$ cat src/rtl/squeeze_scheduler_if.sv
// rtl/squeeze_scheduler_if.sv - squeeze scheduler handshake bundle (SQUEEZE_STALL_CNT_EN adds stall_cycles)
interface squeeze_scheduler_if #(
   parameter int CNT_W = 32
) ();
   logic             squeeze_start;
   logic [CNT_W-1:0] output_size;
   logic [1:0]       operation_mode;
   logic             perm_done;
   logic             output_buffer_available_wr;
   logic             last_output_block_clr;
   logic             perm_start;
   logic             output_buffer_we;
   logic             last_output_block;
   logic [CNT_W-1:0] output_size_q;
   logic [1:0]       operation_mode_q;
   logic             busy;
   logic             done;
`ifdef SQUEEZE_STALL_CNT_EN
   logic [CNT_W-1:0] stall_cycles;

   modport master (
      output squeeze_start, output_size, operation_mode, perm_done,
             output_buffer_available_wr, last_output_block_clr,
      input  perm_start, output_buffer_we, last_output_block, output_size_q,
             operation_mode_q, busy, done, stall_cycles
   );

   modport slave (
      input  squeeze_start, output_size, operation_mode, perm_done,
             output_buffer_available_wr, last_output_block_clr,
      output perm_start, output_buffer_we, last_output_block, output_size_q,
             operation_mode_q, busy, done, stall_cycles
   );
`else
   modport master (
      output squeeze_start, output_size, operation_mode, perm_done,
             output_buffer_available_wr, last_output_block_clr,
      input  perm_start, output_buffer_we, last_output_block, output_size_q,
             operation_mode_q, busy, done
   );

   modport slave (
      input  squeeze_start, output_size, operation_mode, perm_done,
             output_buffer_available_wr, last_output_block_clr,
      output perm_start, output_buffer_we, last_output_block, output_size_q,
             operation_mode_q, busy, done
   );
`endif
endinterface

$ cat src/rtl/squeeze_scheduler.sv
// rtl/squeeze_scheduler.sv - SHAKE/SHA3 squeeze phase sequencer (optional macro SQUEEZE_STALL_CNT_EN)
module squeeze_scheduler #(
   parameter int RATE128_BYTES = 168,
   parameter int RATE256_BYTES = 136,
   parameter int RATE512_BYTES = 72,
   parameter int CNT_W         = 32
) (
   input  logic               i_clk,
   input  logic               i_rst,
   squeeze_scheduler_if.slave io_bus
);

   typedef enum logic [2:0] {
      S_IDLE,
      S_WAIT_BUF,
      S_WRITE,
      S_PERM,
      S_PERM_WAIT,
      S_DONE
   } state_t;

   state_t           r_state;
   state_t           w_next;
   logic [CNT_W-1:0] r_remaining;
   logic [CNT_W-1:0] r_size_q;
   logic [1:0]       r_mode_q;
   logic             r_last;

   logic [CNT_W-1:0] w_rate;
   logic [CNT_W-1:0] w_eff_len;
   logic             w_accept;
   logic             w_final;
   logic             w_we;
   logic             w_perm_start;
   logic             w_done;

   // Fixed-output SHA3 modes ignore the requested size; SHAKE uses it as given
   always_comb begin
      w_eff_len = io_bus.output_size;
      case (io_bus.operation_mode)
         2'd2:    w_eff_len = CNT_W'(32);
         2'd3:    w_eff_len = CNT_W'(64);
         default: w_eff_len = io_bus.output_size;
      endcase
   end

   // Rate of the job in flight, taken from the latched mode
   always_comb begin
      w_rate = CNT_W'(RATE512_BYTES);
      case (r_mode_q)
         2'd0:    w_rate = CNT_W'(RATE128_BYTES);
         2'd1:    w_rate = CNT_W'(RATE256_BYTES);
         2'd2:    w_rate = CNT_W'(RATE256_BYTES);
         default: w_rate = CNT_W'(RATE512_BYTES);
      endcase
   end

   assign w_accept = (r_state == S_IDLE) && io_bus.squeeze_start;
   assign w_final  = (r_remaining <= w_rate);

   // State register
   always_ff @(posedge i_clk) begin
      if (!i_rst) begin
         r_state <= S_IDLE;
      end else begin
         r_state <= w_next;
      end
   end

   // Next-state and per-state strobes
   always_comb begin
      w_next       = r_state;
      w_we         = 1'b0;
      w_perm_start = 1'b0;
      w_done       = 1'b0;
      case (r_state)
         S_IDLE: begin
            if (io_bus.squeeze_start) begin
               w_next = (w_eff_len == '0) ? S_DONE : S_WAIT_BUF;
            end
         end
         S_WAIT_BUF: begin
            if (io_bus.output_buffer_available_wr) begin
               w_next = S_WRITE;
            end
         end
         S_WRITE: begin
            w_we   = 1'b1;
            w_next = w_final ? S_DONE : S_PERM;
         end
         S_PERM: begin
            w_perm_start = 1'b1;
            w_next       = S_PERM_WAIT;
         end
         S_PERM_WAIT: begin
            // Buffer-free is not consulted here: the dump stage may still be draining
            if (io_bus.perm_done) begin
               w_next = S_WAIT_BUF;
            end
         end
         S_DONE: begin
            w_done = 1'b1;
            w_next = S_IDLE;
         end
         default: begin
            w_next = S_IDLE;
         end
      endcase
   end

   // Job parameters latched on an accepted start; remaining drops one rate per non-final write
   always_ff @(posedge i_clk) begin
      if (!i_rst) begin
         r_remaining <= '0;
         r_size_q    <= '0;
         r_mode_q    <= 2'd0;
      end else if (w_accept) begin
         r_remaining <= w_eff_len;
         r_size_q    <= w_eff_len;
         r_mode_q    <= io_bus.operation_mode;
      end else if ((r_state == S_WRITE) && !w_final) begin
         r_remaining <= r_remaining - w_rate;
      end
   end

   // Last-block flag: set by the final write, which takes priority over the dump-stage clear
   always_ff @(posedge i_clk) begin
      if (!i_rst) begin
         r_last <= 1'b0;
      end else if ((r_state == S_WRITE) && w_final) begin
         r_last <= 1'b1;
      end else if (io_bus.last_output_block_clr) begin
         r_last <= 1'b0;
      end
   end

`ifdef SQUEEZE_STALL_CNT_EN
   logic [CNT_W-1:0] r_stall;

   // Saturating count of cycles spent waiting on a busy output buffer
   always_ff @(posedge i_clk) begin
      if (!i_rst) begin
         r_stall <= '0;
      end else if (w_accept) begin
         r_stall <= '0;
      end else if ((r_state == S_WAIT_BUF) && !io_bus.output_buffer_available_wr &&
                   (r_stall != {CNT_W{1'b1}})) begin
         r_stall <= r_stall + CNT_W'(1);
      end
   end

   assign io_bus.stall_cycles = r_stall;
`endif

   assign io_bus.perm_start        = w_perm_start;
   assign io_bus.output_buffer_we  = w_we;
   assign io_bus.done              = w_done;
   assign io_bus.busy              = (r_state != S_IDLE);
   assign io_bus.last_output_block = r_last;
   assign io_bus.output_size_q     = r_size_q;
   assign io_bus.operation_mode_q  = r_mode_q;

endmodule
$ cat src/flat_wrapper.sv
// flat-port wrapper written by rule: the top's interface ports become plain ports
module squeeze_scheduler_flat 
#(
   parameter int RATE128_BYTES = 168,
   parameter int RATE256_BYTES = 136,
   parameter int RATE512_BYTES = 72,
   parameter int CNT_W         = 32
)
  (i_clk, i_rst, io_bus_squeeze_start, io_bus_output_size, io_bus_operation_mode, io_bus_perm_done, io_bus_output_buffer_available_wr, io_bus_last_output_block_clr, io_bus_perm_start, io_bus_output_buffer_we, io_bus_last_output_block, io_bus_output_size_q, io_bus_operation_mode_q, io_bus_busy, io_bus_done);
  squeeze_scheduler_if #(.CNT_W(CNT_W)) io_bus_i ();
  input  logic i_clk;
  input  logic i_rst;
  input wire logic [$bits(io_bus_i.squeeze_start)-1:0] io_bus_squeeze_start;
  input wire logic [$bits(io_bus_i.output_size)-1:0] io_bus_output_size;
  input wire logic [$bits(io_bus_i.operation_mode)-1:0] io_bus_operation_mode;
  input wire logic [$bits(io_bus_i.perm_done)-1:0] io_bus_perm_done;
  input wire logic [$bits(io_bus_i.output_buffer_available_wr)-1:0] io_bus_output_buffer_available_wr;
  input wire logic [$bits(io_bus_i.last_output_block_clr)-1:0] io_bus_last_output_block_clr;
  output wire logic [$bits(io_bus_i.perm_start)-1:0] io_bus_perm_start;
  output wire logic [$bits(io_bus_i.output_buffer_we)-1:0] io_bus_output_buffer_we;
  output wire logic [$bits(io_bus_i.last_output_block)-1:0] io_bus_last_output_block;
  output wire logic [$bits(io_bus_i.output_size_q)-1:0] io_bus_output_size_q;
  output wire logic [$bits(io_bus_i.operation_mode_q)-1:0] io_bus_operation_mode_q;
  output wire logic [$bits(io_bus_i.busy)-1:0] io_bus_busy;
  output wire logic [$bits(io_bus_i.done)-1:0] io_bus_done;
  assign io_bus_i.squeeze_start = io_bus_squeeze_start;
  assign io_bus_i.output_size = io_bus_output_size;
  assign io_bus_i.operation_mode = io_bus_operation_mode;
  assign io_bus_i.perm_done = io_bus_perm_done;
  assign io_bus_i.output_buffer_available_wr = io_bus_output_buffer_available_wr;
  assign io_bus_i.last_output_block_clr = io_bus_last_output_block_clr;
  assign io_bus_perm_start = io_bus_i.perm_start;
  assign io_bus_output_buffer_we = io_bus_i.output_buffer_we;
  assign io_bus_last_output_block = io_bus_i.last_output_block;
  assign io_bus_output_size_q = io_bus_i.output_size_q;
  assign io_bus_operation_mode_q = io_bus_i.operation_mode_q;
  assign io_bus_busy = io_bus_i.busy;
  assign io_bus_done = io_bus_i.done;
  squeeze_scheduler #(.RATE128_BYTES(RATE128_BYTES), .RATE256_BYTES(RATE256_BYTES), .RATE512_BYTES(RATE512_BYTES), .CNT_W(CNT_W)) u_core (.i_clk(i_clk), .i_rst(i_rst), .io_bus(io_bus_i));
endmodule
$ cat config.mk
export PLATFORM = sky130hd
export DESIGN_NAME = squeeze_scheduler_flat
export DESIGN_NICKNAME = d
export VERILOG_FILES = /design/src/rtl/squeeze_scheduler_if.sv /design/src/rtl/squeeze_scheduler.sv /design/src/flat_wrapper.sv
export SDC_FILE = /design/constraint.sdc
export NUM_CORES = 1
export LEC_CHECK = 0
export ABC_AREA = 1
export BUFFER_PORTS_ARGS = -buffer_cell sky130_fd_sc_hd__buf_2
export CAP_MARGIN = 30
export CORE_ASPECT_RATIO = 1.75
export CORE_MARGIN = 3
export CORE_UTILIZATION = 55
export CTS_BUF_LIST = sky130_fd_sc_hd__clkbuf_4 sky130_fd_sc_hd__clkbuf_8
export DETAILED_ROUTE_END_ITERATION = 10
export PLACE_DENSITY = 0.78
export SYNTH_ARGS = -nofsm -noshare
export SYNTH_HDL_FRONTEND = slang
export SYNTH_SLANG_ARGS = --single-unit
$ cat constraint.sdc
create_clock -name i_clk -period 2.53 [get_ports i_clk]
set_clock_uncertainty 0.1 [all_clocks]
set_input_delay 0.253 -clock i_clk [delete_from_list [all_inputs] [get_ports i_clk]]
set_output_delay 0.253 -clock i_clk [all_outputs]
set_load 0.02 [all_outputs]
## Yosys cells after proc, flatten, opt, wreduce, memory -nomap -nowiden

Cells that the tools add are included.

| operators by class | value |
|---|---|
| muxes and demuxes | 15 |
| $lt $le $gt $ge | 1 |
| reductions and logical operators | 12 |
| equality and inequality tests | 12 |
| add/sub/neg operators | 1 |

Operator list:

| cell | count |
|---|---|
| 32-bit two-way mux | 2 |
| 32-bit case mux with 2 select lines | 1 |
| 32-bit by 8-bit <= comparator with 1-bit output | 1 |
| 32-bit logical NOT | 1 |
| 32-bit by 8-bit subtractor with 32-bit output | 1 |
| 8-bit case mux with 2 select lines | 1 |
| 3-bit two-way mux | 5 |
| 3-bit case mux with 5 select lines | 1 |
| 2-bit equality test, second input constant | 3 |
| 3-bit by 2-bit equality test with 1-bit output, second input constant | 2 |
| 3-bit equality test, second input constant | 2 |
| 2-bit != test, second input constant | 3 |
| 1-bit two-way mux | 5 |
| 2-bit nonzero test | 2 |
| 3-bit by 1-bit equality test with 1-bit output, second input constant | 1 |
| 1-bit logical AND | 3 |
| 3-bit logical NOT | 1 |
| 3-bit AND reduction | 1 |
| 3-bit nonzero test | 1 |
| 2-bit by 1-bit equality test with 1-bit output, second input constant | 1 |
| 2-bit logical NOT | 1 |
| 2-bit OR reduction | 1 |
| 1-bit logical NOT | 1 |

| storage, ports and cells | value |
|---|---|
| output and inout port bits | 39 |
| word-level logic and storage cells | 46 |
| flip-flop bits (word level) | 70 |

## Depth between registers and ports, before layout

Gate-level depths: netlist (run 1).

| logic depth | value |
|---|---|
| word-level depth | 8 |
| mapped depth | 15 |
| gate-level depth less buffers | 14 |

## Worst setup path before layout (run 1)

OpenSTA, ideal clock, no wires.

| path | value |
|---|---|
| path kind | register to register |
| from | reg u_core.r_mode_q[0], in the netlist u_core.io_bus.operation_mode_q[0] |
| to | reg u_core.r_remaining[13] |
| setup slack | 0.135 ns |
| cell stages (with the launch flop) | 15 |
| arrival time | 2.157 ns |
| required time | 2.292 ns |
| cell sequence | dfxtp_1 > or2_2 > ha_1 > o21ai_1 > nand2_1 > nand2_2 > nand2_4 > nor2_8 > nand2_4 > nand3_4 > nand2_4 > buf_6 > buf_12 > nand2_2 > a21oi_2 |

| between the ends | value |
|---|---|
| word-level cells in the longest chain between the ends | 7 |
| elaborated cells on any way between the ends | 12 |

Ends and longest elaborated chain:

| what | line | RTL |
|---|---|---|
| from (decl) | squeeze_scheduler.sv:26 | `logic [1:0] r_mode_q;` |
| from (signal assigned) | squeeze_scheduler.sv:120 | `r_mode_q <= io_bus.operation_mode;` |
| 2-bit by 1-bit equality test with 1-bit output / 2-bit equality test (equally long branches) | squeeze_scheduler.sv:50 | `case (r_mode_q)` |
| 2-bit OR reduction (no source line) | -- |  |
| 8-bit case mux with 2 select lines (*) | squeeze_scheduler.sv:50 |  |
| 32-bit by 8-bit <= comparator with 1-bit output | squeeze_scheduler.sv:59 | `assign w_final = (r_remaining <= w_rate);` |
| 1-bit logical NOT | squeeze_scheduler.sv:121 | `end else if ((r_state == S_WRITE) && !w_final) begin` |
| 1-bit logical AND | squeeze_scheduler.sv:121 |  |
| 2-bit nonzero test (no source line) | -- |  |
| to (signal assigned) | squeeze_scheduler.sv:118 | `r_remaining <= w_eff_len;` |
| to (signal assigned) | squeeze_scheduler.sv:122 | `r_remaining <= r_remaining - w_rate;` |
| to (decl) | squeeze_scheduler.sv:24 | `logic [CNT_W-1:0] r_remaining;` |

Every way passes the cells marked *; elsewhere a longest branch is shown, timed or not. The select of a mux whose other input is x is not followed.
A chain may end at the register's enable or synchronous reset.

## Worst setup path after layout (run 1)

| path | value |
|---|---|
| from | reg u_core.r_mode_q[1], in the netlist u_core.io_bus.operation_mode_q[1] |
| to | reg u_core.r_remaining[29] |

Same word-level chain as after synthesis.

==> flow_metrics.py, run 1 <==
metrics = {
    "setup_path": {
        "cp_common_cell": "nand2_4",
        "cp_slowest_stage_delay_ns": 0.33,
        "crit_slowest_cell": "ha_1",
        "r2r_end": "u_core.r_remaining[29]",
        "cp_top_family": "simple AND/OR/NAND/NOR gates",
        "crit_type": "register to register",
        "cp_num_buf_inv": 4,
        "end_kind": "register",
        "cp.required_ns": 2.67,
        "reg2reg_depth": 15,
        "cp-start-kind": "register",
        "reg2reg_slack_ns": 0.16,
        "critPathMaxFanout": 17,
        "path_cells": "buf_4 -> nand2_2 -> inv_1 -> ha_1 -> nand3_1 -> nand2_1 -> inv_1 -> nand2_4 -> nor2_8 -> nand2_4 -> nand3_4 -> nand2_4 -> buf_4 -> o21ai_0 -> nor2_1",
        "r2r_start": "u_core.io_bus.operation_mode_q[1]",
        "arrival_ns": 2.51,
    },
    "sta": {
        "setup_ws_ns": 0.165,
        "relSlewSlack": 0.682,
        "slew_violations": 0,
        "whs_ns": 0.0516,
        "fin_crit_ns": 2.37,
        "max_clock_freq_ghz": 0.423,
        "final-setup-viol-count": 0,
        "hold_viol_final": 0,
        "period_share": 0.935,
        "tightest_slew_ns": 0.476,
        "fin_setup_tns_ns": 0,
    },
    "placement": {
        "dp.cells": 764,
        "dp_hpwl_mm": 8.72,
        "place_congestion": 0.935,
        "port_buffers": 78,
        "place_area_um2": 4400,
        "place_ws_ns": 0.127,
    },
    "status": {
        "status": "complete, no violations",
    },
    "floorplanning": {
        "io_pins": 79,
        "start_util": 0.566,
        "num_rows": 40,
        "coreArea_um2": 6910,
        "die_h_um": 118,
        "die_area_um2": 8190,
        "die_w_um": 69.7,
    },
    "grt": {
        "gr-total-overflow": 0,
        "antenna_found_initial": 0,
        "grt_use_total": 0.286,
        "grt_max_degree": 68,
        "grt_pass1_vias": 4070,
        "grt_pass1_wl_mm": 18.8,
    },
    "clock_network": {
        "clockBufferDepth": 2,
        "hold_buffers": 0,
        "post_cts_buffers": 0,
        "cts_resized": 0,
        "cts_tree": "yes",
        "cts_root_buf": "clkbuf_8",
        "cts_max_level": 3,
        "clk-insertion-delay-late_ns": 0.35,
        "cts_num_sinks": 70,
        "clk_pin_slew_worst_paths_ns": 0.07,
        "cts_buffers": 9,
    },
    "power": {
        "combinationalPowerShare": 0.401,
        "internal_power_mw": 2.10,
        "power_frac_clock": 0.226,
        "ir_worst_vdd_mv": 0.520,
        "p_leak_nw": 2.21,
        "p_per_area_nw_per_um2": 778,
        "power_switching_mw": 1.47,
        "netSwitchingFraction": 0.412,
        "power_mw": 3.57,
        "p_seq_frac": 0.373,
    },
    "final_layout": {
        "drive_above_1_share": 0.227,
        "fin_nets": 734,
        "final_common_cell": "nand2_1",
        "antenna_cells": 0,
        "fin_util": 0.664,
        "final_cell_mix": "170 x nand2_1, 98 x nor2_1, 78 x buf_2",
        "finish.instance_area_um2": 4590,
        "syn_to_final_growth_pct": 17.4,
        "stdcell_count": 779,
    },
    "detailed_routing": {
        "drt-pass1-iter-count": 5,
        "drcViolationCount": 0,
        "drt_iter0_markers": 313,
        "ant_nets": 0,
        "vias_per_cell": 5.38,
        "routedWlPerCell_um": 14.8,
        "vias": 4191,
        "wirelength_mm": 11.5,
    },
    "logic_synthesis": {
        "async_flop_share": 0,
        "synth-edff-count": 0,
        "ys_seq_area_frac": 0.359,
        "postSynthAreaPerCell_um2": 6.38,
        "ys_types": 36,
        "ys_ff_latch": 70,
        "yosys_warnings": 0,
        "synthCells": 612,
        "synth_nets": 655,
        "syn-cell-area_um2": 3910,
        "ys.flop_type": "dfxtp_1",
    },
    "hold_path": {
        "min_path_type": "primary input to register",
        "min_from": "io_bus_last_output_block_clr",
        "hold_path_depth": 4,
        "hold_end": "u_core.io_bus.last_output_block",
    },
    "job": {
        "cap_viol_max_count": 0,
    },
}
layer usage:
| layer | global-route usage | wire, µm | vias up |
|---|---|---|---|
| li1 | - | - | 2119 |
| met1 | 0.297 | 4360 | 1890 |
| met2 | 0.518 | 6070 | 139 |
| met3 | 0.0444 | 489 | 43 |
| met4 | 0.188 | 617 | 0 |
| met5 | 0 | 0 | - |
synthesized netlist by cell type, types with 6 or more instances:
cell type | n | area share
nor2_2 | 9 | 0.014
nand3_1 | 43 | 0.055
a21oi_1 | 50 | 0.064
nand2_2 | 11 | 0.018
inv_2 | 8 | 0.0077
o21ai_0 | 27 | 0.035
nand2_1 | 171 | 0.16
buf_2 | 9 | 0.012
clkbuf_1 | 10 | 0.0096
nor2_1 | 99 | 0.095
nor3_1 | 11 | 0.014
dfxtp_1 | 70 | 0.36
a21oi_2 | 6 | 0.013
inv_1 | 48 | 0.046
nand4_1 | 10 | 0.016
power by group through the flow:
stage	combinational (mW)	sequential [mW]	clock (mW)
after floorplan	1.02	1.36	0
after global placement	1.37	1.35	0
after detailed placement	1.40	1.35	0
after CTS	1.40	1.33	0.816
after global routing	1.61	1.34	0.849
final	1.43	1.33	0.805
tightest hold or removal path: stages:
cell and delay, ns:
buf_2 0.07, inv_1 0.03, nand2_1 0.04, a21oi_1 0.05
logic make-up (layout without fill, tap and decap cells):
family,Yosys count,count (layout),share of synthesized area
simple gates,371,371,0.423
compound gates,88,88,0.121
buf+inv,78,161,0.0839
flops,70,70,0.359
fa+ha+maj,3,3,0.00961
xor+xnor,2,2,0.00448
how the worst max path moves through the flow:
stage | start | endpoint | cells after the start
finish | u_core.io_bus.operation_mode_q[1] | u_core.r_remaining[29] | 15
global route | u_core.io_bus.operation_mode_q[1] | u_core.r_remaining[30] | 16
CTS | u_core.io_bus.operation_mode_q[0] | u_core.r_remaining[5] | 13
detailed placement | u_core.io_bus.operation_mode_q[0] | u_core.r_remaining[5] | 13
global placement | u_core.io_bus.operation_mode_q[0] | u_core.r_remaining[25] | 13
floorplan | u_core.io_bus.operation_mode_q[0] | u_core.r_remaining[13] | 14
layout make-up:
class,instances,area [µm²]
Fill cell,644,2320
Multi-Input combinational cell,464,2190
Inverter,57,218
Timing Repair Buffer,89,502
Clock inverter,4,23.8
Tap cell,84,105
Clock buffer,11,145
Sequential cell,70,1400
sequential cells by signal (all words and copies together), names as in the netlist:
signal                           count
u_core.io_bus.last_output_block      1
u_core.r_remaining                  32
u_core.io_bus.operation_mode_q       2
u_core.r_state                       3
u_core.io_bus.output_size_q         32
No activity file was read; power rests on OpenSTA's default activity.
==> run 2, diff against run 1 <==
--- a/config.mk
+++ b/config.mk
@@ -6,6 +6,7 @@
 export NUM_CORES = 1
 export LEC_CHECK = 0
 export ABC_AREA = 1
+export ABC_CLOCK_PERIOD_IN_PS = 2530
 export BUFFER_PORTS_ARGS = -buffer_cell sky130_fd_sc_hd__buf_2
 export CAP_MARGIN = 30
 export CORE_ASPECT_RATIO = 1.75
==> constraint.sdc (replaced) <==
create_clock -name i_clk -period 2.53 [get_ports i_clk]
set_clock_uncertainty 0.1 [all_clocks]
set_input_delay 0 -clock i_clk [delete_from_list [all_inputs] [get_ports i_clk]]
set_output_delay 0 -clock i_clk [all_outputs]
set_load 0.02 [all_outputs]
==> run 2 against run 1 <==
  * Highest routed layer unchanged
  * Via count up 6.0%
  * Largest power group unchanged
  * Sequential power about the same
  * Largest cell class unchanged
  * Die area unchanged
  * Non-clock buffer count up 42
  * Combinational power up 3%
  * Clock power down 4.3%
  * Core utilization up 5.6 points
  * Maximum frequency up 0.68%
  * Worst hold slack worse by 0.015 ns
==> flow_metrics.py, run 2 (synthesized netlist as in run 1, its figures left out) <==
metrics = {
    "sta": {
        "max_clock_freq_ghz": 0.426,
        "final-setup-viol-count": 0,
        "rsz0062_at_grt": "no",
        "tightest_slew_ns": 0.917,
        "period_share": 0.929,
        "slew_violations": 0,
        "hold_viol_final": 0,
        "fin_crit_ns": 2.35,
        "relSlewSlack": 0.388,
        "whs_ns": 0.0365,
        "fin_setup_tns_ns": 0,
    },
    "final_layout": {
        "final_cell_mix": "171 x nand2_1, 99 x nor2_1, 78 x buf_2",
        "fin_nets": 776,
        "finish.instance_area_um2": 4970,
        "seq_area_um2": 1400,
        "stdcell_count": 821,
        "final_common_cell": "nand2_1",
        "syn_to_final_growth_pct": 27.3,
        "drive_above_1_share": 0.214,
        "multi_input_area_um2": 2190,
        "antenna_cells": 0,
        "fillers": 552,
    },
    "grt": {
        "antenna_found_initial": 0,
        "grt_use_total": 0.314,
        "gr-total-overflow": 0,
        "grt_pass1_vias": 4389,
        "grt_max_degree": 68,
        "grt_pass1_wl_mm": 20.4,
    },
    "floorplanning": {
        "io_pins": 79,
        "die_h_um": 118,
        "start_util": 0.566,
        "die_w_um": 69.7,
        "coreArea_um2": 6910,
        "die_area_um2": 8190,
        "num_rows": 40,
    },
    "setup_path": {
        "reg2reg_depth": 15,
        "reg2reg_slack_ns": 0.18,
        "crit_type": "register to register",
        "arrival_ns": 2.49,
        "critPathMaxFanout": 17,
        "cp-start-kind": "register",
        "r2r_end": "u_core.r_remaining[26]",
        "r2r_start": "u_core.io_bus.operation_mode_q[0]",
        "cp.required_ns": 2.67,
        "end_kind": "register",
    },
    "status": {
        "status": "complete, no violations",
    },
    "job": {
        "cap_viol_max_count": 0,
    },
    "clock_network": {
        "cts_num_sinks": 70,
        "cts_root_buf": "clkbuf_8",
        "cts_buffers": 9,
        "cts_max_level": 3,
        "clockBufferDepth": 2,
        "cts_tree": "yes",
        "clk_pin_slew_worst_paths_ns": 0.07,
        "clk-insertion-delay-late_ns": 0.35,
    },
    "placement": {
        "place_congestion": 0.939,
        "dp_hpwl_mm": 8.75,
        "place_area_um2": 4390,
        "port_buffers": 78,
        "dp.cells": 765,
    },
    "hold_path": {
        "min_path_type": "primary input to register",
        "min_from": "io_bus_output_size[5]",
        "hold_end": "u_core.io_bus.output_size_q[5]",
        "hold_path_depth": 5,
    },
    "detailed_routing": {
        "drt_iter0_markers": 353,
        "routedWlPerCell_um": 15.4,
        "drcViolationCount": 0,
        "vias_per_cell": 5.41,
        "wirelength_mm": 12.6,
        "ant_nets": 0,
        "drt-pass1-iter-count": 5,
        "vias": 4442,
    },
    "power": {
        "p_leak_nw": 2.38,
        "power_mw": 3.58,
        "ir_worst_vdd_mv": 0.469,
        "p_per_area_nw_per_um2": 719,
    },
}
## run 2: changes by cell type in the layout (fill, tap and decap cells not counted), sizes merged
cell,before,now
dlygate4sd3,0,40
clkbuf,11,10
clkinvlp,1,2
buf,89,91
## run 2: cell type report
class                   count  share of cell area
clock buffers              10              0.0264
clock inverters             5             0.00553
inverters                  57              0.0438
multi-input cells         464               0.440
flip-flops and latches     70               0.282
well taps                  84              0.0211
repair buffers            131               0.182
## run 2: power by group
group	total [mW]	switching (mW)	internal, mW
Clock	0.770	0.416	0.354
Sequential	1.33	0.114	1.22
Combinational	1.47	0.937	0.537
## run 2: worst max-delay path by stage
stage / from / end / slack (ns) / cells past startpoint
2_1_floorplan: u_core.io_bus.operation_mode_q[0] / u_core.r_remaining[13] / 0.14 / 14
6_report: u_core.io_bus.operation_mode_q[0] / u_core.r_remaining[26] / 0.18 / 15
4_1_cts: u_core.io_bus.operation_mode_q[0] / u_core.r_remaining[18] / 0.11 / 13
5_1_grt: u_core.io_bus.operation_mode_q[1] / u_core.r_remaining[26] / 0.002 / 16
3_5_place_dp: u_core.io_bus.operation_mode_q[0] / u_core.r_remaining[18] / 0.12 / 13
3_3_place_gp: u_core.io_bus.operation_mode_q[0] / u_core.r_remaining[25] / 0.17 / 13
## run 2: timing repair
| action | 4_1_cts | 5_1_grt |
|---|---|---|
| gates resized for setup | 0 | 7 |
| setup endpoints to repair | 0 | 17 |
| setup buffers | 0 | 1 |
| hold buffers | 40 | 0 |
| hold endpoints to repair | 67 | 0 |
## run 2: per-layer routing
layer,vias up,part of all wire,track usage
met1,1993,0.36,0.319
met3,63,0.048,0.0530
li1,2206,-,-
met5,-,0,0
met4,0,0.071,0.222
met2,180,0.52,0.565
## run 2: worst max-delay path, cell delays in order, from the launching register on
cell and delay [ns]:
dfxtp_1 0.31, buf_4 0.15, nand2_2 0.07, inv_1 0.04
ha_1 0.33, nand3_1 0.11, nand2_1 0.08, inv_1 0.12
nand2_4 0.09, nor2_8 0.15, nand2_4 0.08, nand3_4 0.08
nand2_4 0.07, buf_4 0.20, o21ai_0 0.16, nor2_1 0.07
## run 2: per-stage QoR
| step | setup slack [ns] | util |
|---|---|---|
| 6_report | 0.181 | 0.720 |
| 5_1_grt | 0.00230 | 0.720 |
| 4_1_cts | 0.113 | 0.717 |
| 3_5_place_dp | 0.124 | 0.636 |
| 2_1_floorplan | 0.135 | - |
| 3_3_place_gp | 0.174 | 0.636 |
